File: config.mk
export PLATFORM = sky130hd
export DESIGN_NAME = clint_ctrl
export DESIGN_NICKNAME = d
export VERILOG_FILES = /design/src/rtl/clint_ctrl_pkg.sv /design/src/rtl/clint_ctrl.sv
export SDC_FILE = /design/constraint.sdc
export NUM_CORES = 1
export LEC_CHECK = 0
export BUFFER_PORTS_ARGS = -buffer_cell sky130_fd_sc_hd__buf_2
export CAP_MARGIN = 20
export CORE_AREA = 2 2 143 145
export CTS_CLUSTER_DIAMETER = 150
export DETAILED_ROUTE_END_ITERATION = 8
export DIE_AREA = 0 0 145 147
export PLACE_DENSITY = 0.46
export SYNTH_ARGS = -nofsm -noshare
export SYNTH_HDL_FRONTEND = slang
export SYNTH_SLANG_ARGS = --single-unit
File: constraint.sdc
create_clock -name clk -period 2.2 [get_ports clk]
set_clock_uncertainty 0.05 [all_clocks]
set_input_delay 0.22 -clock clk [delete_from_list [all_inputs] [get_ports clk]]
set_output_delay 0.22 -clock clk [all_outputs]
set_load 0.1 [all_outputs]
File: src/rtl/clint_ctrl_pkg.sv
// rtl/clint_ctrl_pkg.sv - shared CSR addresses, trap encodings and state type for clint_ctrl
package clint_ctrl_pkg;

  localparam int ADDR_W = 32;

  localparam logic [11:0] CSR_MSTATUS = 12'h300;
  localparam logic [11:0] CSR_MIE     = 12'h304;
  localparam logic [11:0] CSR_MTVEC   = 12'h305;
  localparam logic [11:0] CSR_MEPC    = 12'h341;
  localparam logic [11:0] CSR_MCAUSE  = 12'h342;

  localparam logic [31:0] INST_ECALL  = 32'h0000_0073;
  localparam logic [31:0] INST_EBREAK = 32'h0010_0073;
  localparam logic [31:0] INST_MRET   = 32'h3020_0073;

  localparam logic [31:0] CAUSE_ECALL      = 32'd11;
  localparam logic [31:0] CAUSE_EBREAK     = 32'd3;
  localparam logic [31:0] CAUSE_TIMER_DFLT = 32'h8000_0007;
  localparam logic [31:0] CAUSE_EXT_DFLT   = 32'h8000_000B;

  typedef enum logic [2:0] {
    IDLE      = 3'd0,
    S_MEPC    = 3'd1,
    S_MSTATUS = 3'd2,
    S_MCAUSE  = 3'd3,
    S_ASSERT  = 3'd4,
    S_MRET    = 3'd5
  } state_t;

  function automatic logic [ADDR_W-1:0] csr_addr(input logic [11:0] a);
    return {{(ADDR_W-12){1'b0}}, a};
  endfunction

endpackage

File: src/rtl/clint_ctrl.sv
// rtl/clint_ctrl.sv - trap/interrupt sequencer driving the CSR clint write port and PC redirect
// CLINT_MIE_MASK_EN: when defined, async interrupts are also gated by mie.MTIE / mie.MEIE.
module clint_ctrl
  import clint_ctrl_pkg::*;
#(
  parameter int          INT_W       = 8,
  parameter logic [31:0] CAUSE_TIMER = CAUSE_TIMER_DFLT,
  parameter logic [31:0] CAUSE_EXT   = CAUSE_EXT_DFLT
) (
  input  logic              clk,
  input  logic              rst,
  input  logic [INT_W-1:0]  int_flag_i,
  input  logic [31:0]       inst_i,
  input  logic [31:0]       inst_addr_i,
  input  logic              jump_flag_i,
  input  logic [31:0]       jump_addr_i,
  input  logic [31:0]       csr_mtvec_i,
  input  logic [31:0]       csr_mepc_i,
  input  logic [31:0]       csr_mstatus_i,
  input  logic [31:0]       csr_mie_i,
  input  logic              global_int_en_i,
  output logic              we_o,
  output logic [ADDR_W-1:0] waddr_o,
  output logic [ADDR_W-1:0] raddr_o,
  output logic [31:0]       data_o,
  output logic              hold_flag_o,
  output logic              int_assert_o,
  output logic [31:0]       int_addr_o
);

  state_t      state_q, state_d;
  logic [31:0] cause_q, cause_d;
  logic [31:0] ret_q, ret_d;
  logic        mret_q, mret_d;

  logic is_ecall, is_ebreak, is_mret, timer_req, ext_req, async_req;

  assign raddr_o = '0;

`ifdef CLINT_MIE_MASK_EN
  assign timer_req = int_flag_i[0] & csr_mie_i[7];
  assign ext_req   = (|int_flag_i[INT_W-1:1]) & csr_mie_i[11];
`else
  logic unused_mie;
  assign unused_mie = ^csr_mie_i;
  assign timer_req  = int_flag_i[0];
  assign ext_req    = |int_flag_i[INT_W-1:1];
`endif

  assign is_ecall  = (inst_i == INST_ECALL);
  assign is_ebreak = (inst_i == INST_EBREAK);
  assign is_mret   = (inst_i == INST_MRET);
  assign async_req = (timer_req | ext_req) & global_int_en_i;

  always_comb begin
    state_d      = state_q;
    cause_d      = cause_q;
    ret_d        = ret_q;
    mret_d       = mret_q;
    we_o         = 1'b0;
    waddr_o      = '0;
    data_o       = '0;
    hold_flag_o  = 1'b0;
    int_assert_o = 1'b0;
    int_addr_o   = '0;
    case (state_q)
      IDLE: begin
        if (is_ecall || is_ebreak) begin
          hold_flag_o = 1'b1;
          cause_d     = is_ecall ? CAUSE_ECALL : CAUSE_EBREAK;
          ret_d       = inst_addr_i;
          mret_d      = 1'b0;
          state_d     = S_MEPC;
        end else if (is_mret) begin
          hold_flag_o = 1'b1;
          mret_d      = 1'b1;
          state_d     = S_MRET;
        end else if (async_req) begin
          // Return to the redirect target if ex is jumping, so the jump is not lost.
          hold_flag_o = 1'b1;
          cause_d     = timer_req ? CAUSE_TIMER : CAUSE_EXT;
          ret_d       = jump_flag_i ? jump_addr_i : inst_addr_i;
          mret_d      = 1'b0;
          state_d     = S_MEPC;
        end
      end
      S_MEPC: begin
        hold_flag_o = 1'b1;
        we_o        = 1'b1;
        waddr_o     = csr_addr(CSR_MEPC);
        data_o      = ret_q;
        state_d     = S_MSTATUS;
      end
      S_MSTATUS: begin
        hold_flag_o = 1'b1;
        we_o        = 1'b1;
        waddr_o     = csr_addr(CSR_MSTATUS);
        data_o      = {csr_mstatus_i[31:8], csr_mstatus_i[3], csr_mstatus_i[6:4], 1'b0,
                       csr_mstatus_i[2:0]};
        state_d     = S_MCAUSE;
      end
      S_MCAUSE: begin
        hold_flag_o = 1'b1;
        we_o        = 1'b1;
        waddr_o     = csr_addr(CSR_MCAUSE);
        data_o      = cause_q;
        state_d     = S_ASSERT;
      end
      S_MRET: begin
        hold_flag_o = 1'b1;
        we_o        = 1'b1;
        waddr_o     = csr_addr(CSR_MSTATUS);
        data_o      = {csr_mstatus_i[31:8], 1'b1, csr_mstatus_i[6:4], csr_mstatus_i[7],
                       csr_mstatus_i[2:0]};
        state_d     = S_ASSERT;
      end
      S_ASSERT: begin
        hold_flag_o  = 1'b1;
        int_assert_o = 1'b1;
        int_addr_o   = mret_q ? csr_mepc_i : csr_mtvec_i;
        state_d      = IDLE;
      end
      default: state_d = IDLE;
    endcase
  end

  always_ff @(posedge clk) begin
    if (rst) begin
      state_q <= IDLE;
      cause_q <= '0;
      ret_q   <= '0;
      mret_q  <= 1'b0;
    end else begin
      state_q <= state_d;
      cause_q <= cause_d;
      ret_q   <= ret_d;
      mret_q  <= mret_d;
    end
  end

endmodule

==> results by group <==
Outcome
  • Status: finished, final reports clean

Critical path
  • CP Launch Type: flip-flop
  • Crit Reg-Reg Startpoint: state_q[0]
  • WP data required: a little under 2000 ps
  • Worst Path Arrival: 1780 ps
  • Critical path peak fanout: 26
  • Reg2reg end: ret_q[29]
  • Critical path endpoint category: primary output
  • Setup CP Type: reg -> out
  • CP endpoint: data_o[15]
  • FF-to-FF path depth: 5
  • Crit path launch: state_q[2]
  • Reg2reg setup slack: around 560 ps

Power
  • Maximum VDD drop: between 0.3 and 0.4 mV
  • Pleak: ~3.0 nW
  • Net Sw Frac: ~52%
  • Clock share of power: between 10% and 20%
  • Cell-internal power: about 2.2 mW
  • Comb pwr share: between 60% and 70%
  • Net Sw Power: about 2.4 mW
  • Power per cell area: between 600 and 700 nW/um^2
  • Sequential share of power: around 20%
  • Total chip power: between 4 and 5 mW

Synth
  • Post-synth EDFFs: 0
  • Post-Syn Area: 3776 sq um
  • Flops & latches, synth: 40
  • Post-synthesis async set-or-reset flop share: 0%
  • Seq/Total Area, Yosys: 21.21%
  • Syn Area/Cell: about 8.2 sq um
  • Post-Synthesis Cells: ~460
  • Synth Warn #: 0
  • Post-synth cell types: between 40 and 50
  • Top_reg_cell synth: dfxtp_1

Clocking
  • Worst-Skew Late Latency: ~280 ps
  • Inserted Clock Buffers: 5
  • Number of setup buffers added after CTS: 0
  • CTS clk-pin slew, worst paths: 60 ps
  • CTS Sinks: 40
  • CTS tree: built
  • Root Buffer: clkbuf_16
  • H-tree levels: 2
  • Clock Path Buffers: 2

Global route
  • First-pass GRT wire length: approximately 24000 um
  • Initial antenna violation count: 2
  • Vias in the first global route: around 4300
  • Largest net degree at the start of global routing: 36
  • GR Util All Layers: roughly 14%
  • GR Overflow Total: 0

Cells and area
  • Most frequent cells in the layout: buf_2, buf_12, conb_1, a21oi_1, dfxtp_1
  • Post-layout util: 35.35%
  • Nets: around 960
  • Area Growth Syn to Fin: 85.79%
  • Most common cell after layout, fill and taps aside: buf_2
  • Share of layout cells above drive strength 1: 57.95%

Timing
  • RSZ-0062 raised after global routing: no
  • PnR worst setup slack: around 150 ps
  • Slew @ Worst Pin: roughly 1000 ps
  • Crit path time final: around 2100 ps
  • Final hold vios: 0
  • Sum Neg Setup Slack: 0 ps
  • Max Slew Vio Count: 0
  • Period utilization: slightly above 90%
  • F_max: roughly 0.49 GHz
  • Rel. slew slack: about a third
  • Final-report setup violation count: 0

Floorplanning
  • Area of the core: 19840 sq um
  • Die height: around 150 um
  • Die Area: around 21000 sq um
  • Initial Utilization: a little under a fifth
  • Core Rows: 52
  • Die W: roughly 150 um
  • Ports: roughly 370

Routing
  • WL/cell: 16.35 um
  • Routed Wire Length: around 16000 um
  • DRC violations left: 0
  • Avg Vias per Cell: ~4.3
  • Detailed router's first-iteration violation count: slightly below 100
  • DR vias: about 4300
  • Initial DRT Pass Iterations: 4
  • Routed Antenna Nets: 0

Place
  • Final HPWL from detailed placement: 12740 um
  • Setup WS pre-CTS: -136.1 ps
  • PortBufs: around 280
  • Placer Congestion: 0.7328

Worst hold path
  • Worst Hold Class: in -> reg
  • WHS Path Cells: 3

Job
  • Max Cap Viol: 0
power by group through the flow:
| stage | clock network, mW | registers, mW | logic, mW |
|---|---|---|---|
| after global routing | 0.758 | 0.929 | 3.08 |
| after global placement | 0 | 0.931 | 2.95 |
| final | 0.710 | 0.917 | 2.94 |
| after CTS | 0.736 | 0.914 | 2.97 |
| after detailed placement | 0 | 0.929 | 2.96 |
| after floorplan | 0 | 0.890 | 2.16 |
area by class of cell:
class,instances,area [sq um]
Antenna cell,1,2.502
Clock buffer,5,125.1
Clock inverter,2,12.51
Fill cell,2029,12830
Inverter,6,22.52
Multi-Input combinational cell,368,3000
Sequential cell,40,804.5
Tap cell,270,337.8
Timing Repair Buffer,302,2710
cell usage after synthesis, types with 2 or more instances:
library cell | instances | area (sq um)
dfxtp_1 | 40 | 800.8
o21ai_2 | 3 | 26.28
o21ai_0 | 10 | 50.05
nand3_1 | 3 | 15.01
nor4_4 | 2 | 42.54
buf_1 | 5 | 18.77
nor2b_1 | 2 | 12.51
or4_1 | 3 | 22.52
a21oi_1 | 43 | 215.2
nand2_1 | 10 | 37.54
inv_1 | 6 | 22.52
a221oi_2 | 28 | 420.4
nor3_1 | 36 | 180.2
buf_6 | 3 | 33.78
a22o_1 | 26 | 227.7
a221oi_1 | 4 | 35.03
and4bb_2 | 2 | 25.02
and2_1 | 3 | 18.77
nor2_1 | 42 | 157.7
a22oi_1 | 2 | 15.01
o21ai_1 | 2 | 10.01
buf_2 | 5 | 25.02
or3_1 | 4 | 25.02
clkbuf_1 | 28 | 105.1
a21o_1 | 33 | 247.7
nor4_2 | 2 | 25.02
mux2i_1 | 35 | 350.3
buf_4 | 64 | 480.5
repair_timing:
item,in CTS,in global routing
hold buffers,0,0
endpoints found under the hold margin,0,0
gates resized for setup,1,4
endpoints found under the setup margin,7,28
kinds of logic after synthesis:
kind of cell    synth area share, %
simple gates                  16.80
mux                           9.278
xor+xnor                     0.2320
compound gates                34.23
flops                         21.21
other cells                 0.09931
buf+inv                       18.16
flip-flops by register name (all words and copies together), names as in the netlist:
signal   flops
cause_q      4
mret_q       1
state_q      3
ret_q       32
worst min-delay path by stage:
stage	startpoint	endpoint	slack (ps)
finish	inst_addr_i[19]	ret_q[19]	180
global route	inst_addr_i[8]	ret_q[8]	190
CTS	inst_addr_i[8]	ret_q[8]	170
detailed placement	cause_q[1]	cause_q[1]	410
global placement	cause_q[1]	cause_q[1]	400
floorplan	inst_addr_i[21]	ret_q[21]	350
critical path: stages (launching register included):
cell and delay, ps:
dfxtp_2 480, nand2_1 120, nor2_1 140, a21o_1 140
buf_12 230, a22o_2 200, buf_12 170
through the flow:
| step | cell area (sq um) | std cells | hold WS, ps |
|---|---|---|---|
| after floorplan | 4454 | 519 | 353.3 |
| after global placement | 6855 | 986 | 398.5 |
| after detailed placement | 6855 | 986 | 409.5 |
| after CTS | 6994 | 993 | 167.9 |
| after global routing | 7015 | 994 | 186.7 |
| final | 7015 | 994 | 175.8 |
metal layers:
metal  vias to the layer above  track usage (%)  part of all wire, %
met3                        10            3.634                  7.5
met5                         -                0                    0
met1                      1953            17.68                   42
li1                       2125                -                    -
met2                       197            25.55                   49
met4                         0            2.772                  1.4
Note: power is estimated with default switching activity, not from simulation.
